[src/rtl/sd_pkg.sv]
// Shared types and defaults for the SD card access controller.
package sd_pkg;

  localparam int unsigned TIMEOUT_DEF        = 200000;
  localparam int unsigned RECOVER_CYCLES_DEF = 2;
  localparam int unsigned RELEASE_CYCLES     = 2;

  // One-hot controller states
  typedef enum logic [5:0] {
    INIT_WAIT = 6'b000001,
    IDLE      = 6'b000010,
    RD_RUN    = 6'b000100,
    WR_RUN    = 6'b001000,
    RELEASE   = 6'b010000,
    RECOVER   = 6'b100000
  } sd_state_t;

  // Which engine owns the card bus
  typedef enum logic {
    OWN_RD = 1'b0,
    OWN_WR = 1'b1
  } sd_owner_t;

endpackage

[src/rtl/sd_rr_arb.sv]
// Two-requester round-robin arbiter; read wins the first tie after reset.
module sd_rr_arb
  import sd_pkg::*;
(
  input  logic sdclk,
  input  logic reset,
  input  logic en,
  input  logic req_rd,
  input  logic req_wr,
  output logic gnt_rd,
  output logic gnt_wr
);

  sd_owner_t last;

  // On a tie, grant the class that did not win the previous grant
  always_comb begin
    gnt_rd = en & req_rd & (~req_wr | (last == OWN_WR));
    gnt_wr = en & req_wr & (~req_rd | (last == OWN_RD));
  end

  // Remember the class of the most recent grant
  always_ff @(posedge sdclk or posedge reset) begin
    if (reset) begin
      last <= OWN_WR;
    end else if (gnt_rd) begin
      last <= OWN_RD;
    end else if (gnt_wr) begin
      last <= OWN_WR;
    end
  end

endmodule

[src/rtl/sd_access_ctrl.sv]
// Arbitrates sector read/write requests onto the SD read/write engines,
// muxes the owning engine's SPI lines to the card, and supervises each
// transaction with a timeout and an engine-reset recovery window.
module sd_access_ctrl
  import sd_pkg::*;
#(
  parameter int unsigned TIMEOUT        = TIMEOUT_DEF,
  parameter int unsigned RECOVER_CYCLES = RECOVER_CYCLES_DEF
) (
  input  logic        sdclk,
  input  logic        reset,
  input  logic        init_done,
  input  logic        rd_req,
  input  logic        wr_req,
  input  logic [31:0] rd_addr,
  input  logic [31:0] wr_addr,
  output logic        rd_ack,
  output logic        wr_ack,
  output logic        rd_fail,
  output logic        wr_fail,
  output logic [31:0] eng_addr,
  output logic        eng_re,
  output logic        eng_we,
  input  logic        rend,
  input  logic        rerr,
  input  logic        wend,
  input  logic        werr,
  input  logic        rd_cs,
  input  logic        rd_din,
  input  logic        wr_cs,
  input  logic        wr_din,
  output logic        cs,
  output logic        din,
  output logic        eng_rst,
  output logic        busy
);

  sd_state_t   state;
  sd_state_t   state_next;
  sd_owner_t   owner;
  logic [31:0] cnt;
  logic        arb_en;
  logic        gnt_rd;
  logic        gnt_wr;
  logic        run_done;
  logic        run_fail;

  assign arb_en = (state == IDLE) && init_done;

  sd_rr_arb u_arb (
    .sdclk  (sdclk),
    .reset  (reset),
    .en     (arb_en),
    .req_rd (rd_req),
    .req_wr (wr_req),
    .gnt_rd (gnt_rd),
    .gnt_wr (gnt_wr)
  );

  // Exit conditions of the running transaction; error and timeout both fail
  always_comb begin
    run_done = (state == WR_RUN) ? wend : rend;
    run_fail = ((state == WR_RUN) ? werr : rerr) || (cnt == TIMEOUT - 1);
  end

  // Next-state and completion pulses; ack only in the RUN exit cycle
  always_comb begin
    state_next = state;
    rd_ack     = 1'b0;
    wr_ack     = 1'b0;
    rd_fail    = 1'b0;
    wr_fail    = 1'b0;
    case (state)
      INIT_WAIT: begin
        if (init_done) state_next = IDLE;
      end
      IDLE: begin
        if (!init_done)  state_next = INIT_WAIT;
        else if (gnt_rd) state_next = RD_RUN;
        else if (gnt_wr) state_next = WR_RUN;
      end
      RD_RUN, WR_RUN: begin
        if (run_fail || run_done) begin
          state_next = run_fail ? RECOVER : RELEASE;
          if (state == RD_RUN) begin
            rd_ack  = 1'b1;
            rd_fail = run_fail;
          end else begin
            wr_ack  = 1'b1;
            wr_fail = run_fail;
          end
        end
      end
      RELEASE: begin
        if (cnt == RELEASE_CYCLES - 1) state_next = IDLE;
      end
      RECOVER: begin
        if (cnt == RECOVER_CYCLES - 1) state_next = IDLE;
      end
      default: state_next = INIT_WAIT;
    endcase
  end

  // State register
  always_ff @(posedge sdclk or posedge reset) begin
    if (reset) state <= INIT_WAIT;
    else       state <= state_next;
  end

  // Grant capture and a shared cycle counter restarted on every state change
  always_ff @(posedge sdclk or posedge reset) begin
    if (reset) begin
      eng_addr <= '0;
      owner    <= OWN_RD;
      cnt      <= '0;
    end else begin
      if (state == IDLE && state_next == RD_RUN) begin
        eng_addr <= rd_addr;
        owner    <= OWN_RD;
      end else if (state == IDLE && state_next == WR_RUN) begin
        eng_addr <= wr_addr;
        owner    <= OWN_WR;
      end
      if (state_next != state) begin
        cnt <= '0;
      end else if (state == RD_RUN || state == WR_RUN ||
                   state == RELEASE || state == RECOVER) begin
        cnt <= cnt + 32'd1;
      end
    end
  end

  // Engine enables, engine reset, busy and the card SPI mux
  always_comb begin
    eng_re  = (state == RD_RUN);
    eng_we  = (state == WR_RUN);
    eng_rst = reset || (state == RECOVER);
    busy    = (state != IDLE);
    cs      = 1'b1;
    din     = 1'b1;
    if (state == RD_RUN || state == WR_RUN ||
        state == RELEASE || state == RECOVER) begin
      cs  = (owner == OWN_WR) ? wr_cs  : rd_cs;
      din = (owner == OWN_WR) ? wr_din : rd_din;
    end
  end

endmodule

[config.mk]
export PLATFORM = sky130hd
export DESIGN_NAME = sd_access_ctrl
export DESIGN_NICKNAME = d
export VERILOG_FILES = /design/src/rtl/sd_pkg.sv /design/src/rtl/sd_rr_arb.sv /design/src/rtl/sd_access_ctrl.sv
export SDC_FILE = /design/constraint.sdc
export NUM_CORES = 1
export LEC_CHECK = 0
export ABC_CLOCK_PERIOD_IN_PS = 3050
export BUFFER_PORTS_ARGS = -buffer_cell sky130_fd_sc_hd__buf_2
export CAP_MARGIN = 15
export CELL_PAD_IN_SITES_DETAIL_PLACEMENT = 1
export CELL_PAD_IN_SITES_GLOBAL_PLACEMENT = 2
export CORE_MARGIN = 2
export CORE_UTILIZATION = 30
export DETAILED_ROUTE_END_ITERATION = 7
export PLACE_DENSITY_LB_ADDON = 0.1
export SYNTH_ARGS = -nofsm -noshare
export SYNTH_HDL_FRONTEND = slang
export SYNTH_SLANG_ARGS = --single-unit
[constraint.sdc]
create_clock -name sdclk -period 3.05 [get_ports sdclk]
set_clock_uncertainty 0.05 [all_clocks]
set_input_delay 0.4575 -clock sdclk [delete_from_list [all_inputs] [get_ports sdclk]]
set_output_delay 0.4575 -clock sdclk [all_outputs]
set_load 0.02 [all_outputs]
==> impl_metrics.env <==
export IMPL_min_period_ns=2.88
export IMPL_p_per_area_nw_per_um2=697
export IMPL_die_area_um2=14200
export IMPL_synthesis_instances=441
export IMPL_clkTransAtPathRegs_ns=0.06
export IMPL_synth_distinct_cells=48
export IMPL_end_kind="primary output"
export IMPL_coreArea_um2=13100
export IMPL_grt_max_degree=73
export IMPL_slew_headroom=0.354
export IMPL_tightestPinTransition_ns=0.970
export IMPL_placedCellCount=720
export IMPL_syn_cell_area_um2=3980
export IMPL_path_delay_family="simple AND/OR/NAND/NOR gates"
export IMPL_firstDrtPassIters=4
export IMPL_die_h_um=119
export IMPL_clk_path_buf_depth=2
export IMPL_fin_nets=634
export IMPL_max_stage_delay_ns=0.44
export IMPL_peakVddDrop_uv=324
export IMPL_synth_seq_cells=72
export IMPL_num_rows=42
export IMPL_die_w_um=119
export IMPL_fin_ws_ns=0.167
export IMPL_ys_async_sr_fraction=1.00
export IMPL_cts_htree_levels=3
export IMPL_p_total_w=0.00353
export IMPL_grt_pass1_vias=3947
export IMPL_crit_buf_inv=1
export IMPL_dp_hpwl_mm=8.43
export IMPL_maxCapViolCount=0
export IMPL_worstPathArrival_ns=2.38
export IMPL_cp_slowest_cell="o311a_1"
export IMPL_ys_warn_count=0
export IMPL_synth_top_flop_cell="dfrtp_1"
export IMPL_dr_total_vias=3683
export IMPL_status="completed"
export IMPL_total_leakage_power_nw=2.41
export IMPL_synth_seq_area_share=0.454
export IMPL_path_class="reg2out"
export IMPL_grt_pass1_wl_mm=19.6
export IMPL_crit_chain="nor4_1 > nand4_1 > or2_2 > o311a_1 > a21oi_1 > buf_2"
export IMPL_ff2ff_setup_slack_ns=0.57
export IMPL_syn_avg_cell_area_um2=9.02
export IMPL_setup_violations=0
export IMPL_worstSetupStartpointType="flip-flop"
export IMPL_drc_errors=0
export IMPL_final_common_cell="buf_2"
export IMPL_hold_ws_ns=0.267
export IMPL_grt_ovfl_total=0
export IMPL_fmaxAchievable_mhz=347
export IMPL_layout_common_cells="buf_2 (118), dfrtp_1 (70), nand2_1 (59)"
export IMPL_fin_cells=736
export IMPL_area_growth_pct=27.6
export IMPL_cts_tree="yes"
export IMPL_timing_final_crit_share=0.945
export IMPL_holdCritPathClass="in2reg"
export IMPL_numCtsBuffers=9
export IMPL_track_usage=0.173
export IMPL_hold_viol=0
export IMPL_crit_fanout=7
export IMPL_io_buffers=118
export IMPL_antenna_found_initial=0
export IMPL_cp_required_ns=2.54
export IMPL_setup_tns_ns=0
export IMPL_drt_wl_total_mm=11.6
export IMPL_synth_edf_count=0
export IMPL_clock_root_buffer="clkbuf_16"
export IMPL_cts_sinks=72
export IMPL_syn_nets=520
export IMPL_wl_per_cell_um=15.8
export IMPL_n_antenna_cell=0
export IMPL_drive_gt1_frac=0.288
export IMPL_clk_latency_ns=0.34
export IMPL_initial_core_util=0.304
export IMPL_via_per_inst=5.00
export IMPL_drt_initial_drc_count=98
export IMPL_cts_setup_buffers=0
export IMPL_drv_slew=0
export IMPL_post_place_ws_ns=0.497
export IMPL_antenna_left=0
export IMPL_gp_congestion=0.766
export IMPL_rsz0062_at_grt="no"
export IMPL_boundaryPins=119
-- routing by layer --
layer / wire [um] / vias to the layer above / share of wire / GRT usage
met5: 0 / - / 0 / 0
met4: 179 / 0 / 0.015 / 0.0670
met3: 744 / 11 / 0.064 / 0.0565
met2: 5390 / 79 / 0.46 / 0.278
met1: 5300 / 1803 / 0.46 / 0.216
li1: - / 1790 / - / -
-- power breakdown --
| part | total [W] | switching, W | internal (W) | leakage, nW |
|---|---|---|---|---|
| Clock | 0.00102 | 0.000404 | 0.000613 | 0.145 |
| Combinational | 0.00117 | 0.000750 | 0.000425 | 1.32 |
| Sequential | 0.00134 | 0.000150 | 0.00119 | 0.946 |
-- timing repair --
item	4_1_cts	5_1_grt
hold buffers	0	0
endpoints found under the setup margin	0	2
resized for setup	0	2
-- metrics by stage --
step | instance area [um^2] | utilization
CTS | 5060 | 0.387
finish | 5070 | 0.388
global placement | 4780 | 0.365
detailed placement | 4780 | 0.365
floorplan | 3980 | -
global route | 5070 | 0.388
-- worst min-delay path: stages --
cell and delay (ns):
buf_2 0.07, nand2_1 0.03, o21ai_0 0.06
-- worst paths after layout --
check / from / endpoint / cells past startpoint
max: cnt[23]$_DFFE_PP0P_ / wr_ack / 6
min: rd_addr[12] / eng_addr[12]$_DFFE_PP0P_ / 3
max reg2reg: cnt[8]$_DFFE_PP0P_ / cnt[31]$_DFFE_PP0P_ / 5
min reg2reg: u_arb.last$_DFFE_PP1P_ / u_arb.last$_DFFE_PP1P_ / 2
max in group asynchronous: reset / cnt[11]$_DFFE_PP0P_ / 3
min in group asynchronous: reset / state[4]$_DFF_PP0_ / 3
-- Yosys cell counts (10+ instances only) --
library cell / count / share of area
a21oi_1: 20 / 0.025
clkbuf_1: 18 / 0.017
dfrtp_1: 70 / 0.44
inv_1: 12 / 0.011
mux2i_1: 34 / 0.086
nand2_1: 59 / 0.056
nand3_1: 14 / 0.018
nor2_1: 30 / 0.028
nor3_1: 25 / 0.031
o21ai_0: 48 / 0.060
or3_1: 10 / 0.016
xnor2_1: 18 / 0.040
-- final cells by class --
type | instances | area, um^2
Clock buffer | 13 | 270
Fill cell | 1543 | 8010
Timing Repair Buffer | 128 | 678
Multi-Input combinational cell | 332 | 2040
Inverter | 12 | 48.8
Tap cell | 176 | 220
Clock inverter | 3 | 15.0
Sequential cell | 72 | 1800
-- kinds of logic (layout without fill, tap and decap cells) --
| family | Yosys count | count (layout) | synth area share |
|---|---|---|---|
| xor+xnor | 22 | 22 | 0.0484 |
| simple gates | 191 | 191 | 0.250 |
| mux | 34 | 34 | 0.0856 |
| compound gates | 83 | 83 | 0.116 |
| flops | 72 | 72 | 0.454 |
| fa+ha+maj | 2 | 2 | 0.00629 |
| buf+inv | 37 | 156 | 0.0396 |
-- flip-flops by register name, summed over array words and instances, names as in the netlist --
signal and count:
eng_addr 32, cnt 32, owner 1, u_arb.last 1
state 6
(Power assumes the default switching activity.)
